## src/rtl/mem_access_unit.sv

```systemverilog
// Load/store unit between the pipeline and a data memory with a busy handshake.
// It formats store lanes and byte enables, stalls the pipeline during an access and formats loads.
module mem_access_unit (
  input  logic        CLK,
  input  logic        RESET,
  input  logic [2:0]  MEM_READ,
  input  logic [2:0]  MEM_WRITE,
  input  logic [31:0] ALU_RESULT,
  input  logic [31:0] OUT2,
  input  logic [31:0] DMEM_RDATA,
  input  logic        DMEM_BUSY,
  output logic        DMEM_READ,
  output logic        DMEM_WRITE,
  output logic [31:0] DMEM_ADDR,
  output logic [31:0] DMEM_WDATA,
  output logic [3:0]  DMEM_BE,
  output logic        BUSY_WAIT,
  output logic [31:0] LOAD_DATA,
  output logic        MISALIGNED
);

  localparam logic [1:0] IDLE   = 2'd0;
  localparam logic [1:0] ACCESS = 2'd1;
  localparam logic [1:0] DONE   = 2'd2;

  localparam logic [2:0] OP_LB  = 3'd1;
  localparam logic [2:0] OP_LH  = 3'd2;
  localparam logic [2:0] OP_LW  = 3'd3;
  localparam logic [2:0] OP_LBU = 3'd4;
  localparam logic [2:0] OP_LHU = 3'd5;
  localparam logic [2:0] OP_SB  = 3'd1;
  localparam logic [2:0] OP_SH  = 3'd2;
  localparam logic [2:0] OP_SW  = 3'd3;

  localparam logic [1:0] SZ_BYTE = 2'd0;
  localparam logic [1:0] SZ_HALF = 2'd1;
  localparam logic [1:0] SZ_WORD = 2'd2;

  logic [1:0]  state;
  logic        rd_valid;
  logic        rd_signed;
  logic [1:0]  rd_size;
  logic        wr_valid;
  logic [1:0]  wr_size;
  logic        req;
  logic [1:0]  req_size;
  logic        start;
  logic [3:0]  be_next;
  logic [31:0] wdata_next;

  // Load attributes latched at the start of an access, used when the data returns.
  logic        ld_active;
  logic        ld_signed;
  logic [1:0]  ld_size;
  logic [1:0]  ld_offset;
  logic [7:0]  lane_byte;
  logic [15:0] lane_half;
  logic [31:0] load_fmt;

  // NOTE: every signal written in an always_comb gets a default first, so no path leaves it unassigned and no latch is inferred.
  always_comb begin
    rd_valid  = 1'b0;
    rd_signed = 1'b0;
    rd_size   = SZ_BYTE;
    case (MEM_READ)
      OP_LB:  begin rd_valid = 1'b1; rd_signed = 1'b1; rd_size = SZ_BYTE; end
      OP_LH:  begin rd_valid = 1'b1; rd_signed = 1'b1; rd_size = SZ_HALF; end
      OP_LW:  begin rd_valid = 1'b1; rd_size = SZ_WORD; end
      OP_LBU: begin rd_valid = 1'b1; rd_size = SZ_BYTE; end
      OP_LHU: begin rd_valid = 1'b1; rd_size = SZ_HALF; end
      default: ;
    endcase

    wr_valid = 1'b0;
    wr_size  = SZ_BYTE;
    case (MEM_WRITE)
      OP_SB: begin wr_valid = 1'b1; wr_size = SZ_BYTE; end
      OP_SH: begin wr_valid = 1'b1; wr_size = SZ_HALF; end
      OP_SW: begin wr_valid = 1'b1; wr_size = SZ_WORD; end
      default: ;
    endcase
  end

  // A valid load always wins over a simultaneous store.
  assign req      = rd_valid | wr_valid;
  assign req_size = rd_valid ? rd_size : wr_size;

  always_comb begin
    MISALIGNED = 1'b0;
    if (req) begin
      if (req_size == SZ_HALF && ALU_RESULT[0])
        MISALIGNED = 1'b1;
      else if (req_size == SZ_WORD && ALU_RESULT[1:0] != 2'b00)
        MISALIGNED = 1'b1;
    end
  end

  assign start     = (state == IDLE) && req && !MISALIGNED;
  assign BUSY_WAIT = !RESET && (start || state == ACCESS);

  always_comb begin
    be_next = 4'b1111;
    case (req_size)
      SZ_BYTE: be_next = 4'b0001 << ALU_RESULT[1:0];
      SZ_HALF: be_next = ALU_RESULT[1] ? 4'b1100 : 4'b0011;
      default: be_next = 4'b1111;
    endcase
  end

  always_comb begin
    wdata_next = 32'h0;
    if (!rd_valid) begin
      case (wr_size)
        SZ_BYTE: wdata_next = {4{OUT2[7:0]}};
        SZ_HALF: wdata_next = {2{OUT2[15:0]}};
        default: wdata_next = OUT2;
      endcase
    end
  end

  always_comb begin
    lane_byte = DMEM_RDATA[7:0];
    case (ld_offset)
      2'd1:    lane_byte = DMEM_RDATA[15:8];
      2'd2:    lane_byte = DMEM_RDATA[23:16];
      2'd3:    lane_byte = DMEM_RDATA[31:24];
      default: lane_byte = DMEM_RDATA[7:0];
    endcase
    lane_half = ld_offset[1] ? DMEM_RDATA[31:16] : DMEM_RDATA[15:0];

    load_fmt = DMEM_RDATA;
    case (ld_size)
      SZ_BYTE: load_fmt = {{24{ld_signed & lane_byte[7]}}, lane_byte};
      SZ_HALF: load_fmt = {{16{ld_signed & lane_half[15]}}, lane_half};
      default: load_fmt = DMEM_RDATA;
    endcase
  end

  // NOTE: sequential state is written with non-blocking assignments so every register samples pre-edge values.
  always_ff @(posedge CLK) begin
    if (RESET) begin
      // NOTE: the datapath registers are cleared along with control so outputs are defined straight out of reset.
      state      <= IDLE;
      DMEM_READ  <= 1'b0;
      DMEM_WRITE <= 1'b0;
      DMEM_ADDR  <= 32'h0;
      DMEM_WDATA <= 32'h0;
      DMEM_BE    <= 4'h0;
      LOAD_DATA  <= 32'h0;
      ld_active  <= 1'b0;
      ld_signed  <= 1'b0;
      ld_size    <= SZ_BYTE;
      ld_offset  <= 2'd0;
    end else begin
      case (state)
        IDLE: begin
          if (start) begin
            DMEM_ADDR  <= {ALU_RESULT[31:2], 2'b00};
            DMEM_BE    <= be_next;
            DMEM_WDATA <= wdata_next;
            DMEM_READ  <= rd_valid;
            DMEM_WRITE <= !rd_valid;
            ld_active  <= rd_valid;
            ld_signed  <= rd_signed;
            ld_size    <= rd_size;
            ld_offset  <= ALU_RESULT[1:0];
            state      <= ACCESS;
          end
        end
        ACCESS: begin
          if (!DMEM_BUSY) begin
            DMEM_READ  <= 1'b0;
            DMEM_WRITE <= 1'b0;
            if (ld_active)
              LOAD_DATA <= load_fmt;
            state <= DONE;
          end
        end
        DONE:    state <= IDLE;
        default: state <= IDLE;
      endcase
    end
  end

endmodule
```

## config.mk

```make
export PLATFORM = sky130hd
export DESIGN_NAME = mem_access_unit
export DESIGN_NICKNAME = d
export VERILOG_FILES = /design/src/rtl/mem_access_unit.sv
export SDC_FILE = /design/constraint.sdc
export NUM_CORES = 1
export LEC_CHECK = 0
export ABC_AREA = 1
export BUFFER_PORTS_ARGS = -buffer_cell sky130_fd_sc_hd__buf_4
export CAP_MARGIN = 20
export CORE_MARGIN = 2
export CORE_UTILIZATION = 44
export CTS_BUF_LIST = sky130_fd_sc_hd__clkbuf_4 sky130_fd_sc_hd__clkbuf_8
export CTS_CLUSTER_SIZE = 28
export DETAILED_ROUTE_END_ITERATION = 7
export HOLD_SLACK_MARGIN = 0.08
export PLACE_DENSITY = 0.78
export SKIP_CTS_REPAIR_TIMING = 1
export SLEW_MARGIN = 20
export SYNTH_ARGS = -nofsm -noshare
export SYNTH_HDL_FRONTEND = slang
export SYNTH_SLANG_ARGS = --single-unit
export TNS_END_PERCENT = 30
```

## constraint.sdc

```tcl
create_clock -name CLK -period 1.75 [get_ports CLK]
set_clock_uncertainty 0.15 [all_clocks]
set_input_delay 0.35 -clock CLK [delete_from_list [all_inputs] [get_ports CLK]]
set_output_delay 0.35 -clock CLK [all_outputs]
set_load 0.01 [all_outputs]
```

# [Word level (Yosys, flattened, before mapping)]
# Index checks and enable logic that the tools add are counted.
[classes] bitwise_logic=4 n_eq_ne=18 muxes=24 shift=1 reduce_logical=23
[ops] op="one-hot mux 32 bit (2 select lines)" n=2
[ops] op="two-way mux 32 bit" n=1
[ops] op="one-hot mux 8 bit (3 select lines)" n=1
[ops] op="two-way mux 16 bit" n=1
[ops] op="equality test 3 x 2 -> 1 bit, second input constant" n=4
[ops] op="one-hot mux 2 bit (2 select lines)" n=3
[ops] op="equality test 2 x 1 -> 1 bit, second input constant" n=5
[ops] op="two-way mux 1 bit" n=9
[ops] op="zero test 2 bit" n=4
[ops] op="one-hot mux 4 bit (2 select lines)" n=1
[ops] op="equality test 2 bit, second input constant" n=3
[ops] op="equality test 3 x 1 -> 1 bit, second input constant" n=2
[ops] op="equality test 3 bit, second input constant" n=2
[ops] op="two-way mux 2 bit" n=3
[ops] op="AND reduction 3 bit" n=2
[ops] op="logical AND 1 bit" n=5
[ops] op="OR reduction 5 bit" n=1
[ops] op="two-way mux 4 bit" n=1
[ops] op="!= test 2 bit, second input constant" n=2
[ops] op="one-hot mux 1 bit (2 select lines)" n=2
[ops] op="AND reduction 2 bit" n=2
[ops] op="nonzero test 2 bit" n=2
[ops] op="OR reduction 2 bit" n=2
[ops] op="left shift 1 x 2 -> 4 bit, first input constant" n=1
[ops] op="6 further kinds" n=9
[totals] wordCells=81 in_bits=105 output_inout_bits=104 register_bits=108

# [Longest topological paths before layout]
# Gate-level depths: netlist of run 1.
[depth] word_depth=13 depth_mapped=12 ltp_nobuf=11

# [Least setup slack after synthesis of run 1]
# Ideal clock, no wire load.
[synth_path] path_kind="input-to-output" from="in MEM_READ[2]" to="out BUSY_WAIT" slack_ns=-0.070 stages=7 arrival_ns=1.320 t_required_ns=1.250 n_path_buf=1 path_cell_list="o21ai_2 > nand3_2 > nand2_2 > nand2_2 > nand3_4 > buf_2 > a21oi_1"
[synth_via] elab_chain_len=13 elab_cells_between_ends=23 classes_between="7 x eq/ne; 6 x mux; 1 x bitwise; 9 x reduce/logical"
[synth_lines] element="start, declared" line_no="6" source="input logic [2:0] MEM_READ,"
[synth_lines] element="equality test 3 bit, or another cell as far along" line_no="65" source="case (MEM_READ)"
[synth_lines] element="OR reduction 2 bit (no source line) / OR reduction 5 bit (equally long branches)"
[synth_lines] element="one-hot mux 2 bit (2 select lines) / two-way mux 1 bit (equally long branches)" line_no="65"
[synth_lines] element="two-way mux 2 bit" line_no="86" source="assign req_size = rd_valid ? rd_size : wr_size;"
[synth_lines] element="equality test 2 bit" line_no="93" source="else if (req_size == SZ_WORD && ALU_RESULT[1:0] != 2'b00)"
[synth_lines] element="logical AND 1 bit" line_no="93"
[synth_lines] element="two-way mux 1 bit" line_no="93"
[synth_lines] element="two-way mux 1 bit" line_no="91" source="if (req_size == SZ_HALF && ALU_RESULT[0])"
[synth_lines] element="two-way mux 1 bit" line_no="90" source="if (req) begin"
[synth_lines] element="zero test 1 bit" line_no="98" source="assign start = (state == IDLE) && req && !MISALIGNED;"
[synth_lines] element="logical AND 1 bit *" line_no="98"
[synth_lines] element="logical OR 1 bit *" line_no="99" source="assign BUSY_WAIT = !RESET && (start || state == ACCESS);"
[synth_lines] element="logical AND 1 bit *" line_no="99"
[synth_lines] element="end, declared" line_no="17" source="output logic BUSY_WAIT,"
# Every way passes the cells marked *; elsewhere a longest branch is shown, timed or not.

# [Final worst setup path of run 1]
[layout_path] from="reg state[0]" to="out BUSY_WAIT"
[layout_via] elab_chain_len=5 elab_cells_between_ends=6 classes_between="1 x eq/ne; 5 x reduce/logical"
[layout_lines] element="start, declared" line_no="39" source="logic [1:0] state;"
[layout_lines] element="start signal, assigned" line_no="143" source="state <= IDLE;"
[layout_lines] element="start signal, assigned" line_no="167" source="state <= ACCESS;"
[layout_lines] element="start signal, assigned" line_no="176" source="state <= DONE;"
[layout_lines] element="zero test 2 bit" line_no="98"
[layout_lines] element="logical AND 1 bit (2 in series)" line_no="98"
[layout_lines] element="logical OR 1 bit *" line_no="99"
[layout_lines] element="logical AND 1 bit *" line_no="99"
# Marked as above.

==> flow_summary.yaml, run 1 <==
setup_path:
  critPathLaunch: "state[0]"
  r2r-end: "DMEM_WDATA[10]"
  cpPeakStageDelay_ns: 0.34
  endpoint: "BUSY_WAIT"
  path_max_fanout: 5
  rrSetupSlack_ns: 0.02
  cp_cell_sequence: "or2_4, nor2_4, nand3_4, a21oi_2, buf_4"
  worstPathArrival_ns: 1.44
  reg2reg_depth: 9
  cp.required_ns: 1.25
  cp_num_cells: 5
  crit_family: "simple AND/OR/NAND/NOR gates"
  crit_type: "reg2out"
  cp-start-kind: "flop"
  rr_startpoint: "state[0]"
  slowest_stage: "dfxtp_2"
  path_buf_inv: 1
  crit_path_end_kind: "output pin"
synth:
  syn_area_per_cell_sq_um: 7.55
  synth_edf_count: 0
  synthArstFlopShare_pct: 0
  synthTopCellsByCount: "nand2_1, a21oi_1, dfxtp_1"
  synth.top_cell.area_share_pct: 45.1
  yosysWarnings: 0
  synth_seq_cells: 108
  yosysTopAreaCell: "dfxtp_1"
  yosys-top-cells-area: "dfxtp_1, a21oi_1, nand2_1"
  ys_seq_area_share_pct: 45.1
  yosysUniqueCellTypes: 36
  syn_inst: 635
  synth_ff_type: "dfxtp_1"
  yosys.cell_count.top_type: "nand2_1"
  syn_area_sq_um: 4790
clocking:
  clk_pin_slew_worst_paths_ns: 0.11
  cts_tree: "built"
  cts_buffers: 9
  clk_path_buf_depth: 2
  cts_num_sinks: 108
  cts_htree_levels: 3
  clock_latency_ns: 0.37
  ctsRootBufferMaster: "clkbuf_8"
route:
  drcViolationCount: 0
  routed_via_density: 5.22
  drt_pre_antenna_iters: 6
  routedWlPerCell_microns: 15.4
  vias: 5263
  antenna_left: 0
  routed_wl_mm: 15.5
  drt_iter0_drc: 323
power_and_ir_drop:
  combPwrFrac_pct: 28.3
  ir_drop_mv: 0.501
  leakagePower_nw: 3.12
  netSwitchingFraction_pct: 31.9
  power_frac_clock_pct: 25.1
  p_int_w: 0.00404
  seqPwrFrac_pct: 46.6
  power_switching_w: 0.00189
  power.density_nw_per_um2: 843
global_routing:
  grt_usage_pct: 25.5
  grt_antenna_before_repair: 0
  grt_max_degree: 37
  grt_pass1_vias: 4963
  grt_pass1_wl_mm: 23.8
  globalRouteOverflowTotal: 0
floorplan:
  die_w_microns: 108
  initial_utilization_pct: 44.6
  ios: 209
  core_area_sq_um: 10700
  rows: 38
  dieHeight_microns: 108
  die_area_sq_um: 11700
hold_path:
  min_path_type: "in2reg"
cells_and_area:
  final_layout_size_suffix_gt1_share_pct: 36.8
  synthToLayoutAreaGrowth_pct: 46.7
  finalNetCount: 968
  antenna_cells: 0
timing:
  finalSetupViolCount: 1
  fin_tns_setup_ns: -0.193
  fmax_mhz: 515
  hold_slack_ns: 0.0743
  grt_setup_unrepaired: "true"
  min_period_ns: 1.94
  hold_viol: 0
  timing.final.crit_share_pct: 111
  final.setup.worst_slack_ns: -0.193
  slew_violations: 0
place:
  gp_congestion: 0.881
  dp.final_hpwl_mm: 11.6
  io_buffers: 206
status:
  status: "finished, violations left"
  failed_checks: "negative setup slack"
run:
  maxCapViolCount: 0
kinds of logic after synthesis:
family	count (synthesis)	synth area share (%)
flip-flops	108	45.1
AND/OR/NAND/NOR	230	20.4
buffers and inverters	71	7.15
other	1	0.0783
multiplexers	8	1.67
AO/OA/AOI/OAI	217	25.5
layout by cell type (no fill, tap or decap), types with 3 or more instances in the layout:
cell	instances
a21oi_1	116
a21oi_2	16
a31oi_1	8
buf_12	7
buf_4	241
clkbuf_8	10
dfxtp_1	106
dlygate4sd3_1	11
inv_1	23
inv_2	4
mux2i_1	8
nand2_1	143
nand2_2	14
nand3_1	8
nand3_2	3
nor2_1	46
o211ai_1	9
o21a_1	9
o21ai_0	43
o21ai_1	3
o221ai_1	5
o22ai_1	3
or2_2	6
final cells by class:
type / count / area (sq um)
Fill cell: 907 / 3710
Clock buffer: 11 / 145
Tap cell: 140 / 175
Multi-Input combinational cell: 457 / 2340
Inverter: 28 / 105
Clock inverter: 5 / 43.8
Timing Repair Buffer: 259 / 2060
Sequential cell: 108 / 2160
sequential cells by signal, summed over array words and instances (netlist names):
register,flops
ld_signed,1
DMEM_WDATA,32
ld_active,1
state,2
ld_offset,2
LOAD_DATA,32
ld_size,2
DMEM_WRITE,1
DMEM_ADDR,30
DMEM_BE,4
DMEM_READ,1
power by group through the flow:
stage | clock [W] | combinational (W) | sequential, W
3_5_place_dp | 0 | 0.00162 | 0.00282
3_3_place_gp | 0 | 0.00158 | 0.00280
5_1_grt | 0.00160 | 0.00182 | 0.00279
4_1_cts | 0.00151 | 0.00162 | 0.00276
2_1_floorplan | 0 | 0.000786 | 0.00288
6_report | 0.00149 | 0.00168 | 0.00276
worst reg2reg max path: stages (launching register included):
cell and delay, ns:
dfxtp_2 0.34, or2_4 0.24, nor2_4 0.10, nand3_4 0.10, buf_4 0.15, buf_4 0.15, nor2_4 0.10, buf_12 0.15
nand3_1 0.08, a21oi_1 0.12
per-stage QoR:
| step | instance area [sq um] | total power [W] | util (%) | setup slack, ns | std cells |
|---|---|---|---|---|---|
| final | 7030 | 0.00593 | 65.4 | -0.193 | 1008 |
| after global routing | 7030 | 0.00620 | 65.4 | -0.267 | 1008 |
| after CTS | 6870 | 0.00590 | 64.0 | -0.320 | 995 |
| after detailed placement | 6680 | 0.00443 | 62.2 | -0.183 | 979 |
| after global placement | 6680 | 0.00438 | 62.2 | -0.0951 | 979 |
| after floorplan | 4810 | 0.00366 | - | 0.0126 | 636 |
per-layer routing:
metal	up-vias	wire, microns	global-route usage (%)
met5	-	0	0
met4	0	431	10.6
met3	35	1420	6.39
met2	258	7600	43.6
met1	2384	6100	30.5
li1	2586	-	-
worst min path at each step:
stage / start / endpoint / slack, ns / cells past startpoint
2_1_floorplan: DMEM_BUSY / state[1] / 0.28 / 1
3_3_place_gp: DMEM_WRITE / DMEM_WRITE / 0.30 / 2
3_5_place_dp: DMEM_WDATA[6] / DMEM_WDATA[6] / 0.30 / 1
4_1_cts: DMEM_BUSY / state[1] / 0.02 / 2
5_1_grt: ALU_RESULT[10] / DMEM_ADDR[10] / 0.08 / 3
6_report: ALU_RESULT[10] / DMEM_ADDR[10] / 0.07 / 3
Power figures use the tool's default switching activity.
==> run 2: changes to the inputs <==
CELL_PAD_IN_SITES_DETAIL_PLACEMENT = 2   (was unset)
CELL_PAD_IN_SITES_GLOBAL_PLACEMENT = 2   (was unset)
CORE_MARGIN = unset   (was 2)
CORE_UTILIZATION = 23   (was 44)
CTS_CLUSTER_DIAMETER = 50   (was unset)
PLACE_DENSITY = unset   (was 0.78)
PLACE_DENSITY_LB_ADDON = 0.1   (was unset)
==> run 2 against run 1 <==
- the run still ends with negative setup slack left
- worst hold slack improved by 0.031 ns
- core utilization down 29 points
- register-to-register slack better by 0.05 ns
- critical endpoint unchanged
- largest cell class unchanged
- largest power group unchanged
- highest routed layer unchanged
==> flow_summary.yaml, run 2 (synthesized netlist as in run 1, its figures left out) <==
hold_path:
  min_path_type: "in2reg"
cells_and_area:
  final_common_cell: "buf_4"
  stdcell_area_sq_um: 7460
  synthToLayoutAreaGrowth_pct: 55.7
  most-common-layout-cells: "buf_4, nand2_1, a21oi_1"
  final_layout_size_suffix_gt1_share_pct: 36.3
  finalNetCount: 996
  top_regs: "DMEM_WDATA (32), LOAD_DATA (32), DMEM_ADDR (30)"
  antenna_cells: 0
  fill_cells: 2387
timing:
  slew_violations: 0
  final.setup.worst_slack_ns: -0.161
  grt_setup_unrepaired: "true"
  finalSetupViolCount: 2
  hold_viol: 0
  hold_slack_ns: 0.106
  timing.final.crit_share_pct: 109
  fmax_mhz: 523
  min_period_ns: 1.91
floorplan:
  dieHeight_microns: 146
  ios: 209
  die_w_microns: 146
  core_area_sq_um: 20300
  die_area_sq_um: 21400
  initial_utilization_pct: 23.6
  rows: 52
clocking:
  cts_tree: "built"
  cts_num_sinks: 108
  cts_buffers: 9
  clk_pin_slew_worst_paths_ns: 0.11
  clock_latency_ns: 0.38
  ctsRootBufferMaster: "clkbuf_8"
  clk_path_buf_depth: 2
  cts_htree_levels: 3
route:
  routed_wl_mm: 19.7
  vias: 5392
  antenna_left: 0
  routedWlPerCell_microns: 16.9
  drt_iter0_drc: 151
  drt_pre_antenna_iters: 4
  drcViolationCount: 0
  routed_via_density: 4.63
place:
  gp_congestion: 0.766
  place_area_sq_um: 6880
  io_buffers: 206
  dp.final_hpwl_mm: 15.2
run:
  maxCapViolCount: 0
global_routing:
  grt_pass1_vias: 5677
  grt_max_degree: 36
  grt_pass1_wl_mm: 30.5
  globalRouteOverflowTotal: 0
  grt_antenna_before_repair: 0
  grt_usage_pct: 18.1
setup_path:
  slowest_stage: "dfxtp_2"
  path_buf_inv: 1
  crit_type: "reg2out"
  cp.required_ns: 1.25
  cp-start-kind: "flop"
  worstPathArrival_ns: 1.41
  cpPeakStageDelay_ns: 0.33
  path_max_fanout: 3
  cp_cell_sequence: "or2_4, nor2_4, nand3_4, a21oi_2, buf_4"
  crit_path_end_kind: "output pin"
  crit_family: "simple AND/OR/NAND/NOR gates"
status:
  failed_checks: "negative setup slack"
  status: "finished, violations left"
power_and_ir_drop:
  ir_drop_mv: 0.424
  power.density_nw_per_um2: 825
  leakagePower_nw: 3.26
-- run 2: cell types whose count changed in the layout (fill, tap and decap cells not counted), moves of 2 or more --
| cell | delta |
|---|---|
| dlygate4sd3_1 | +20 |
| buf_4 | +6 |
| buf_6 | +3 |
| a21oi_1 | +2 |
| a21oi_2 | -2 |
-- run 2: tightest hold or removal path: stages --
cell and delay [ns]:
buf_4 0.09, a21oi_1 0.06, a21oi_1 0.12
-- run 2: worst paths after layout --
kind	from	endpoint	slack, ns	cells past startpoint
min	DMEM_RDATA[16]	LOAD_DATA[16]	0.11	3
max reg2reg	state[1]	DMEM_WDATA[14]	0.07	8
min reg2reg	LOAD_DATA[4]	LOAD_DATA[4]	0.32	2
max	state[1]	BUSY_WAIT	-0.16	5
-- run 2: layout make-up --
type / count / area (sq um) / area share [%]
clock buffer: 10 / 138 / 1.84
clock inverter: 5 / 60.1 / 0.805
inverter: 28 / 108 / 1.44
multi-input combinational: 457 / 2330 / 31.3
sequential: 108 / 2170 / 29.1
tap: 270 / 338 / 4.53
timing repair buffer: 287 / 2320 / 31.1
-- run 2: layer usage --
metal | up-vias | part of all wire (%) | global-route usage, %
met1 | 2590 | 42 | 21.0
met5 | - | 0 | 0
met4 | 0 | 1.4 | 5.47
met2 | 145 | 50 | 31.9
met3 | 19 | 6.5 | 5.28
li1 | 2638 | - | -
-- run 2: power breakdown --
| group | leakage [nW] | switching, W | total, W | internal, W |
|---|---|---|---|---|
| Sequential | 0.883 | 0.000123 | 0.00277 | 0.00265 |
| Combinational | 2.28 | 0.000932 | 0.00178 | 0.000846 |
| Clock | 0.0992 | 0.000905 | 0.00161 | 0.000702 |
-- run 2: through the flow --
step	TNS [ns]	setup WS [ns]	cells	util, %	total power (W)
2_1_floorplan	0	0.0126	636	-	0.00366
3_3_place_gp	-7.15	-0.173	1117	33.9	0.00446
3_5_place_dp	-15.20	-0.342	1117	33.9	0.00453
4_1_cts	-3.16	-0.421	1132	34.9	0.00617
5_1_grt	-0.578	-0.234	1165	36.8	0.00655
6_report	-0.188	-0.161	1165	36.8	0.00616
